## src/rtl/mux_sel_sequencer.sv

```systemverilog
// Programmable select-line sequencer: prescaled or manual advance events step a
// channel select through NUM_CH channels in up, down, ping-pong or hold mode.
module mux_sel_sequencer #(
    parameter int SEL_W  = 3,
    parameter int NUM_CH = 8,
    parameter int DIV    = 33554432
) (
    input  logic             clk,
    input  logic             rst,
    input  logic             en,
    input  logic [1:0]       mode,
    input  logic             step,
    input  logic             load,
    input  logic [SEL_W-1:0] load_val,
    output logic [SEL_W-1:0] sel,
    output logic             tick,
    output logic             wrap,
    output logic             dir
);
    localparam int CNT_W = (DIV > 1) ? $clog2(DIV) : 1;
    localparam logic [CNT_W-1:0] CNT_MAX = CNT_W'(DIV - 1);
    localparam logic [SEL_W-1:0] SEL_MAX = SEL_W'(NUM_CH - 1);

    typedef enum logic [1:0] {
        MODE_UP   = 2'b00,
        MODE_DOWN = 2'b01,
        MODE_PING = 2'b10,
        MODE_HOLD = 2'b11
    } mode_e;

    mode_e            mode_i;
    logic [SEL_W-1:0] sel_q, sel_d;
    logic [CNT_W-1:0] cnt_q, cnt_d;
    logic             dir_q, dir_d;
    logic             tick_q, tick_d;
    logic             wrap_q, wrap_d;
    logic             adv;

    assign mode_i = mode_e'(mode);

    always_comb begin
        adv    = 1'b0;
        cnt_d  = cnt_q;
        sel_d  = sel_q;
        dir_d  = (mode_i == MODE_PING) ? dir_q : 1'b0;
        tick_d = 1'b0;
        wrap_d = 1'b0;
        if (load) begin
            // Load wins over step and terminal count; those events are dropped.
            sel_d = (load_val > SEL_MAX) ? SEL_MAX : load_val;
            cnt_d = '0;
            dir_d = 1'b0;
        end else begin
            if (step) begin
                adv   = 1'b1;
                cnt_d = '0;
            end else if (en) begin
                if (cnt_q == CNT_MAX) begin
                    adv   = 1'b1;
                    cnt_d = '0;
                end else begin
                    cnt_d = cnt_q + CNT_W'(1);
                end
            end
            if (adv) begin
                case (mode_i)
                    MODE_UP: begin
                        tick_d = 1'b1;
                        if (sel_q == SEL_MAX) begin
                            sel_d  = '0;
                            wrap_d = 1'b1;
                        end else begin
                            sel_d = sel_q + SEL_W'(1);
                        end
                    end
                    MODE_DOWN: begin
                        tick_d = 1'b1;
                        if (sel_q == '0) begin
                            sel_d  = SEL_MAX;
                            wrap_d = 1'b1;
                        end else begin
                            sel_d = sel_q - SEL_W'(1);
                        end
                    end
                    MODE_PING: begin
                        tick_d = 1'b1;
                        if (!dir_q) begin
                            if (sel_q == SEL_MAX) begin
                                sel_d  = sel_q - SEL_W'(1);
                                dir_d  = 1'b1;
                                wrap_d = 1'b1;
                            end else begin
                                sel_d = sel_q + SEL_W'(1);
                            end
                        end else begin
                            if (sel_q == '0) begin
                                sel_d  = SEL_W'(1);
                                dir_d  = 1'b0;
                                wrap_d = 1'b1;
                            end else begin
                                sel_d = sel_q - SEL_W'(1);
                            end
                        end
                    end
                    default: ;
                endcase
            end
        end
    end

    always_ff @(posedge clk) begin
        if (rst) begin
            sel_q  <= '0;
            cnt_q  <= '0;
            dir_q  <= 1'b0;
            tick_q <= 1'b0;
            wrap_q <= 1'b0;
        end else begin
            sel_q  <= sel_d;
            cnt_q  <= cnt_d;
            dir_q  <= dir_d;
            tick_q <= tick_d;
            wrap_q <= wrap_d;
        end
    end

    assign sel  = sel_q;
    assign tick = tick_q;
    assign wrap = wrap_q;
    assign dir  = dir_q;
endmodule

```

## config.mk

```make
export PLATFORM = sky130hd
export DESIGN_NAME = mux_sel_sequencer
export DESIGN_NICKNAME = d
export VERILOG_FILES = /design/src/rtl/mux_sel_sequencer.sv
export SDC_FILE = /design/constraint.sdc
export NUM_CORES = 1
export LEC_CHECK = 0
export CORE_UTILIZATION = 50
export CTS_CLUSTER_SIZE = 30
export DETAILED_ROUTE_END_ITERATION = 16
export GPL_ROUTABILITY_DRIVEN = 0
export PLACE_DENSITY = 0.71
export SYNTH_ARGS = -nofsm -noshare
export SYNTH_HDL_FRONTEND = slang
export SYNTH_SLANG_ARGS = --single-unit
export TNS_END_PERCENT = 50
```

## constraint.sdc

```tcl
create_clock -name clk -period 3.7 [get_ports clk]
set_input_delay 0.37 -clock clk [delete_from_list [all_inputs] [get_ports clk]]
set_output_delay 0.37 -clock clk [all_outputs]
set_load 0.05 [all_outputs]
```

==> results.tsv <==
metric	value	unit
Yosys cell types	44	
status	finished clean	
H-tree depth	2	
DRC errors left	0	
Global Route Usage Sum	22.3	%
DIE AREA	3830	sq um
clk sink count	31	
DP Wirelength	2720	microns
Die W	61.9	microns
final core occ	60.6	%
fin nets	240	
TNS Setup	0	ps
Post-CTS Setup Inserts	0	
CP top delay family	compound AO/OA/AOI/OAI gates	
n_diodes	0	
Static Leak	0.738	nW
r2r endpoint	sel[1]	
commonest cells in the netlist	nor2_1, dfxtp_1, nand2_1	
worst skew pair latency	340	ps
synthesized instance count	205	
initial antenna violation count	0	
vias per cell	5.74	
Seq/Total Area, Yosys	34.6	%
Post-synth EDFFs	0	
synthesis-stage register bit count	31	
antenna-violating nets left	0	
Congestion Overflow GR	0	
area grow syn2layout	14.4	%
Initial DRC Count	61	
Post-Syn Nets	224	
dominant cells by area after synthesis	dfxtp_1, nor2_1, ha_1, xor2_1, xnor2_1	
Synth area leader	dfxtp_1	
first-pass iteration count of the detailed router	4	
placed insts	260	
multi-input logic area	1110	sq um
Crit. End Element	flop	
Tcrit/Tclk final	56.5	%
Routed WL	3800	microns
most common cell in the netlist	nor2_1	
syn avg cell area	8.76	sq um
Crit. Startpoint	sel[0]	
Critical Path RT	3930	ps
Critical Path, Cell by Cell	ha_1 > ha_1 > xnor2_1 > o22ai_1 > a2111oi_0 > a2111oi_0 > mux2_4	
MaxCap Viol Count	0	
Buffers on Ports	15	
largest stage delay on the critical path	460	ps
crit-path max FO	7	
Starting Density	53.0	%
Finished Layout Cells	268	
top-area cell type share of the netlist area	34.6	%
Crit Path Class	flop to flop	
Power Total	0.740	mW
CORE AREA	3390	sq um
worst hold path startpoint	cnt_q[1]	
Worst Clk Skew	13.2	ps
Buf+Inv Stages, Crit Path	0	
mapped cell area	1800	sq um
max_slew headroom	59.2	%
VDD IR max	0.178	mV
clk slew on worst S/H paths	100	ps
flop2flop setup slack	1610	ps
post-CTS resize count	0	
fmax	478	MHz
Std-Cell Rows	21	
synth warn	0	
root buffer cell	clkbuf_4	
largest net degree at the start of global routing	19	
Endpoint, Worst Hold	cnt_q[1]	
Vias	1537	
Die Y	61.9	microns
Pins Over Slew Limit	0	
first-pass GRT wire length	6110	microns
Arrival @ worst endpoint	2330	ps
# setup viols final	0	
Reg area	621	sq um
vias in the first global route	1371	
share of cells above drive strength 1	9.01	%
HP Class	flop to flop	
CP max stage cell	dfxtp_1	
R2R depth	7	
final hold viol count	0	
worst r2r src	sel[0]	
CTS tree	done	
CTS Buf Count	5	
Post-synth top flop	dfxtp_1	
WL/cell	14.2	microns
unrepaired setup endpoints after global routing	false	
smallest hold slack	499	ps
Pwr per Cell Area	360	nW/um^2
type of origin of the critical path	flop	
# IOs	16	
Clock Tree Buf Depth	2	
Final min period	2090	ps
fraction of registers with async set/reset	0	%
hold_buf cts	0	
actual slew at the worst max-slew pin	611	ps
filler cell count in the final layout	305	
Hold Path Stages	2	
-- tightest hold or removal path, cell delays in order, from the launching register on --
cell	delay, ps
dfxtp_1	330
nand2b_1	70
a21oi_1	50
-- logic make-up (layout without fill, tap and decap cells) --
group | Yosys count | in the layout | synth area share, %
AO/OA/AOI/OAI | 24 | 24 | 10.9
adder cells (fa/ha/maj) | 9 | 9 | 6.27
flip-flops | 31 | 31 | 34.6
XOR/XNOR | 23 | 23 | 11.2
AND/OR/NAND/NOR | 101 | 101 | 31.2
multiplexers | 3 | 3 | 2.23
buffers and inverters | 14 | 31 | 3.62
-- state kept, by name, summed over array words and instances, names as in the netlist --
signal  cells
dir         1
cnt_q      25
tick        1
wrap        1
sel         3
-- cell usage in the layout, fill, tap and decap left out, types with 3 or more instances in the layout --
cell type        count
nand4_1             10
nand3_1              9
clkdlybuf4s50_1     15
nor2_1              32
clkbuf_4             5
xnor2_1             11
inv_1                8
a21oi_1              4
and3_1               4
nand2b_1             5
o21ai_0              4
nand3b_1             3
dfxtp_1             31
nor3_1               6
xor2_1              12
ha_1                 9
nand2_1             14
and4_1               3
-- power breakdown --
part | internal, mW | total, mW | leakage, nW | switching (mW)
clock | 0.160 | 0.285 | 0.0482 | 0.125
combinational | 0.0479 | 0.110 | 0.440 | 0.0621
sequential | 0.339 | 0.346 | 0.251 | 0.00717
total | 0.546 | 0.740 | 0.738 | 0.194
-- through the flow --
stage               area (sq um)  setup WS, ps
finish                      2050          1610
global route                2050          1500
CTS                         2050          1620
detailed placement          1970          1340
global placement            1970          1390
floorplan                   1800          1490
-- layer usage --
metal | vias to the layer above | part of all wire (%) | global-route usage (%)
met5 | - | 0 | 0
met4 | 0 | 1.3 | 7.62
met3 | 5 | 3.2 | 6.83
met2 | 35 | 50 | 38.1
met1 | 744 | 46 | 26.5
li1 | 753 | - | -
-- worst max path at each step --
stage	cells after the start	endpoint
after floorplan	7	sel[1]
after global placement	8	sel[1]
after detailed placement	8	sel[1]
after CTS	7	sel[1]
after global routing	7	sel[1]
final	7	sel[1]
-- cell type report --
class / instances / share of cell area (%)
Sequential cell: 31 / 30.2
Clock buffer: 6 / 2.50
Timing Repair Buffer: 15 / 7.31
Clock inverter: 2 / 1.71
Inverter: 8 / 1.46
Multi-Input combinational cell: 160 / 54.0
Tap cell: 46 / 2.80
Note: power is estimated with default switching activity, not from simulation.
==> patch (same flow settings) <==
`DIV`: 33554432 -> 16777216.
--- a/src/rtl/mux_sel_sequencer.sv
+++ b/src/rtl/mux_sel_sequencer.sv
@@ -3,7 +3,7 @@
 module mux_sel_sequencer #(
     parameter int SEL_W  = 3,
     parameter int NUM_CH = 8,
-    parameter int DIV    = 33554432
+    parameter int DIV    = 16777216
 ) (
     input  logic             clk,
     input  logic             rst,
Behaviour: same outputs for any inputs over 10 cycles, from zero or initial values and one cycle with rst high; that may be too few to reach the edited logic, so the function may still have changed.
==> patch against the unedited design <==
Setup slack got worse by 0.0030 ns; final cell count decreased by 3.0%; die area decreased by 5.2%; sequential share of layout area increased by 1.1 points; total power decreased by 20%; design area decreased by 6.7%; sequential cell count decreased by 1; hold slack improved by 0.011 ns; first-iteration DRC count increased by 140%; non-clock buffer count unchanged; area after synthesis decreased by 5.4%; routed wire length decreased by 8.2%; critical endpoint is now sel[0]$_SDFFE_PP0P_.
==> patch: results (changes against the unedited design) <==
leakage power 0.6741 nW (-8.7%); total clock buffers created by CTS 5 (unchanged); total routed wirelength 3.485 mm (-8.2%); status finished clean; flip-flop cell with the highest count after synthesis sky130_fd_sc_hd__dfxtp_1; first-pass GRT wire length 5.823 mm (-4.7%); placed wire-length estimate 2.667 mm (-1.9%); WP data arrival 2.35 ns (+0.02 ns); total via count after detailed routing 1434 (-6.7%); worst hold path class flop to flop; main area contributors after synthesis sky130_fd_sc_hd__dfxtp_1 35%, sky130_fd_sc_hd__xnor2_1 6.7%, sky130_fd_sc_hd__ha_1 6.6%, sky130_fd_sc_hd__nor2_1 6.2%, sky130_fd_sc_hd__xor2_1 4.1%; worst slack at placement 1.269 ns (-0.07108 ns); post_cts resized 0 (unchanged); Clock Latency Late Sink 0.33 ns; Clock Skew 0.005849 ns (-0.007386 ns); number of flip-flops under the largest register name 24 (-4.0%); buffer depth of the longest clock path 2 (unchanged); largest net degree at the start of global routing 19 (unchanged); post-synthesis sequential area ratio 0.3535 (+0.007816); Worst slew margin 0.6216 (+0.02996); number of distinct standard cells referenced by the synthesized netlist 45 (+2.3%); depth of the worst register-to-register path 6 (-1); CTS Root Buffer Type sky130_fd_sc_hd__clkbuf_4; Min-Delay Path Depth 1 (-1); most common library cells after synthesis 30 x sky130_fd_sc_hd__dfxtp_1, 28 x sky130_fd_sc_hd__nor2_1, 17 x sky130_fd_sc_hd__nand2_1, 13 x sky130_fd_sc_hd__xnor2_1, 12 x sky130_fd_sc_hd__inv_1; proportion of layout cells with a drive suffix above 1 0.07870 (-0.01139); number of nets in the synthesized netlist 219 (-2.2%); fillers 274 (-10%); Peak supply drop 0.0003190 V (+79%); depth of the CTS H-tree 2 (unchanged); number of violations reported at the end of detailed-routing iteration 0 148 (+140%); crit path max-delay cell type sky130_fd_sc_hd__clkdlybuf4s50_1; global router's overall resource usage 0.2220 (-0.0006820); total placed instance area 1869 sq um (-5.0%); warnings from Yosys 0 (unchanged); final layout net count 235 (-2.1%); number of I/O port buffers 15 (unchanged); Slowest Stage Delay on Critical Path 0.51 ns (+0.05 ns); number of iterations in the first detailed-routing pass 4 (unchanged); Net Sw Power 0.1649 mW (-15%); antenna violations before repair 0 (unchanged); antenna diode instance count 0 (unchanged)
## patch: changes by cell type after synthesis, moves of 3 or more
cell,unedited run,this run
sky130_fd_sc_hd__nor4_1,0,6
sky130_fd_sc_hd__nand4_1,10,2
sky130_fd_sc_hd__nor2_1,32,28
sky130_fd_sc_hd__inv_1,8,12
sky130_fd_sc_hd__nand2_1,14,17
sky130_fd_sc_hd__xor2_1,12,8
sky130_fd_sc_hd__or2_2,0,3
## patch: worst paths after layout
path / end / startpoint / slack, ns
worst max-delay path: sel[0]$_SDFFE_PP0P_ / mode[0] / 1.61
worst min-delay path: cnt_q[23]$_SDFFE_PP0P_ / cnt_q[23]$_SDFFE_PP0P_ / 0.51
worst max register to register: cnt_q[12]$_SDFFE_PP0P_ / cnt_q[1]$_SDFFE_PP0P_ / 1.63
worst min register to register: cnt_q[23]$_SDFFE_PP0P_ / cnt_q[23]$_SDFFE_PP0P_ / 0.51
## patch: per-layer routing
metal | up-vias | track usage | routed length (um)
met4 | 0 | 0.09635 | 66
li1 | 731 | - | -
met2 | 23 | 0.4192 | 1825
met5 | - | 0 | 0
met1 | 672 | 0.2244 | 1496
met3 | 8 | 0.05844 | 96
## patch: cell type report
cell class,instances,area [sq um],share of cell area
multi-input combinational,152,1018,0.5313
sequential,30,600.6,0.3133
timing repair buffer,15,150.1,0.07833
tap,44,55.05,0.02872
inverter,12,45.04,0.02350
clock buffer,5,37.54,0.01958
clock inverter,2,10.01,0.005222
## patch: stage by stage
step | hold slack [ns] | utilization | cells
6_report | 0.5098 | 0.6128 | 260
5_1_grt | 0.5409 | 0.6128 | 260
2_1_floorplan | 0.4493 | - | 200
3_3_place_gp | 0.4886 | 0.5976 | 253
3_5_place_dp | 0.4919 | 0.5976 | 253
4_1_cts | 0.5124 | 0.6128 | 260
## patch: critical path: cells and delay by family
kind	cells	cell delay [ns]
AOI/OAI and AO/OA	3	0.28
and+or+nand+nor	2	0.76
buffers and inverters	2	0.59
adders and majority gates	1	0.37
## patch: cells by family (layout without fill, tap and decap cells)
logic type,after synthesis,count (layout),share of synthesized area
compound gates,30,30,0.1333
xor+xnor,21,21,0.1082
fa+ha+maj,9,9,0.06628
buf+inv,18,34,0.04712
flops,30,30,0.3535
mux,1,1,0.006627
simple gates,91,91,0.2850
## patch: power groups by stage
stage	registers (mW)	logic, mW	clock network, mW
final	0.330	0.0807	0.182
after global routing	0.331	0.0881	0.198
after CTS	0.330	0.0805	0.187
after detailed placement	0.338	0.0800	0
after global placement	0.338	0.0776	0
after floorplan	0.348	0.0418	0
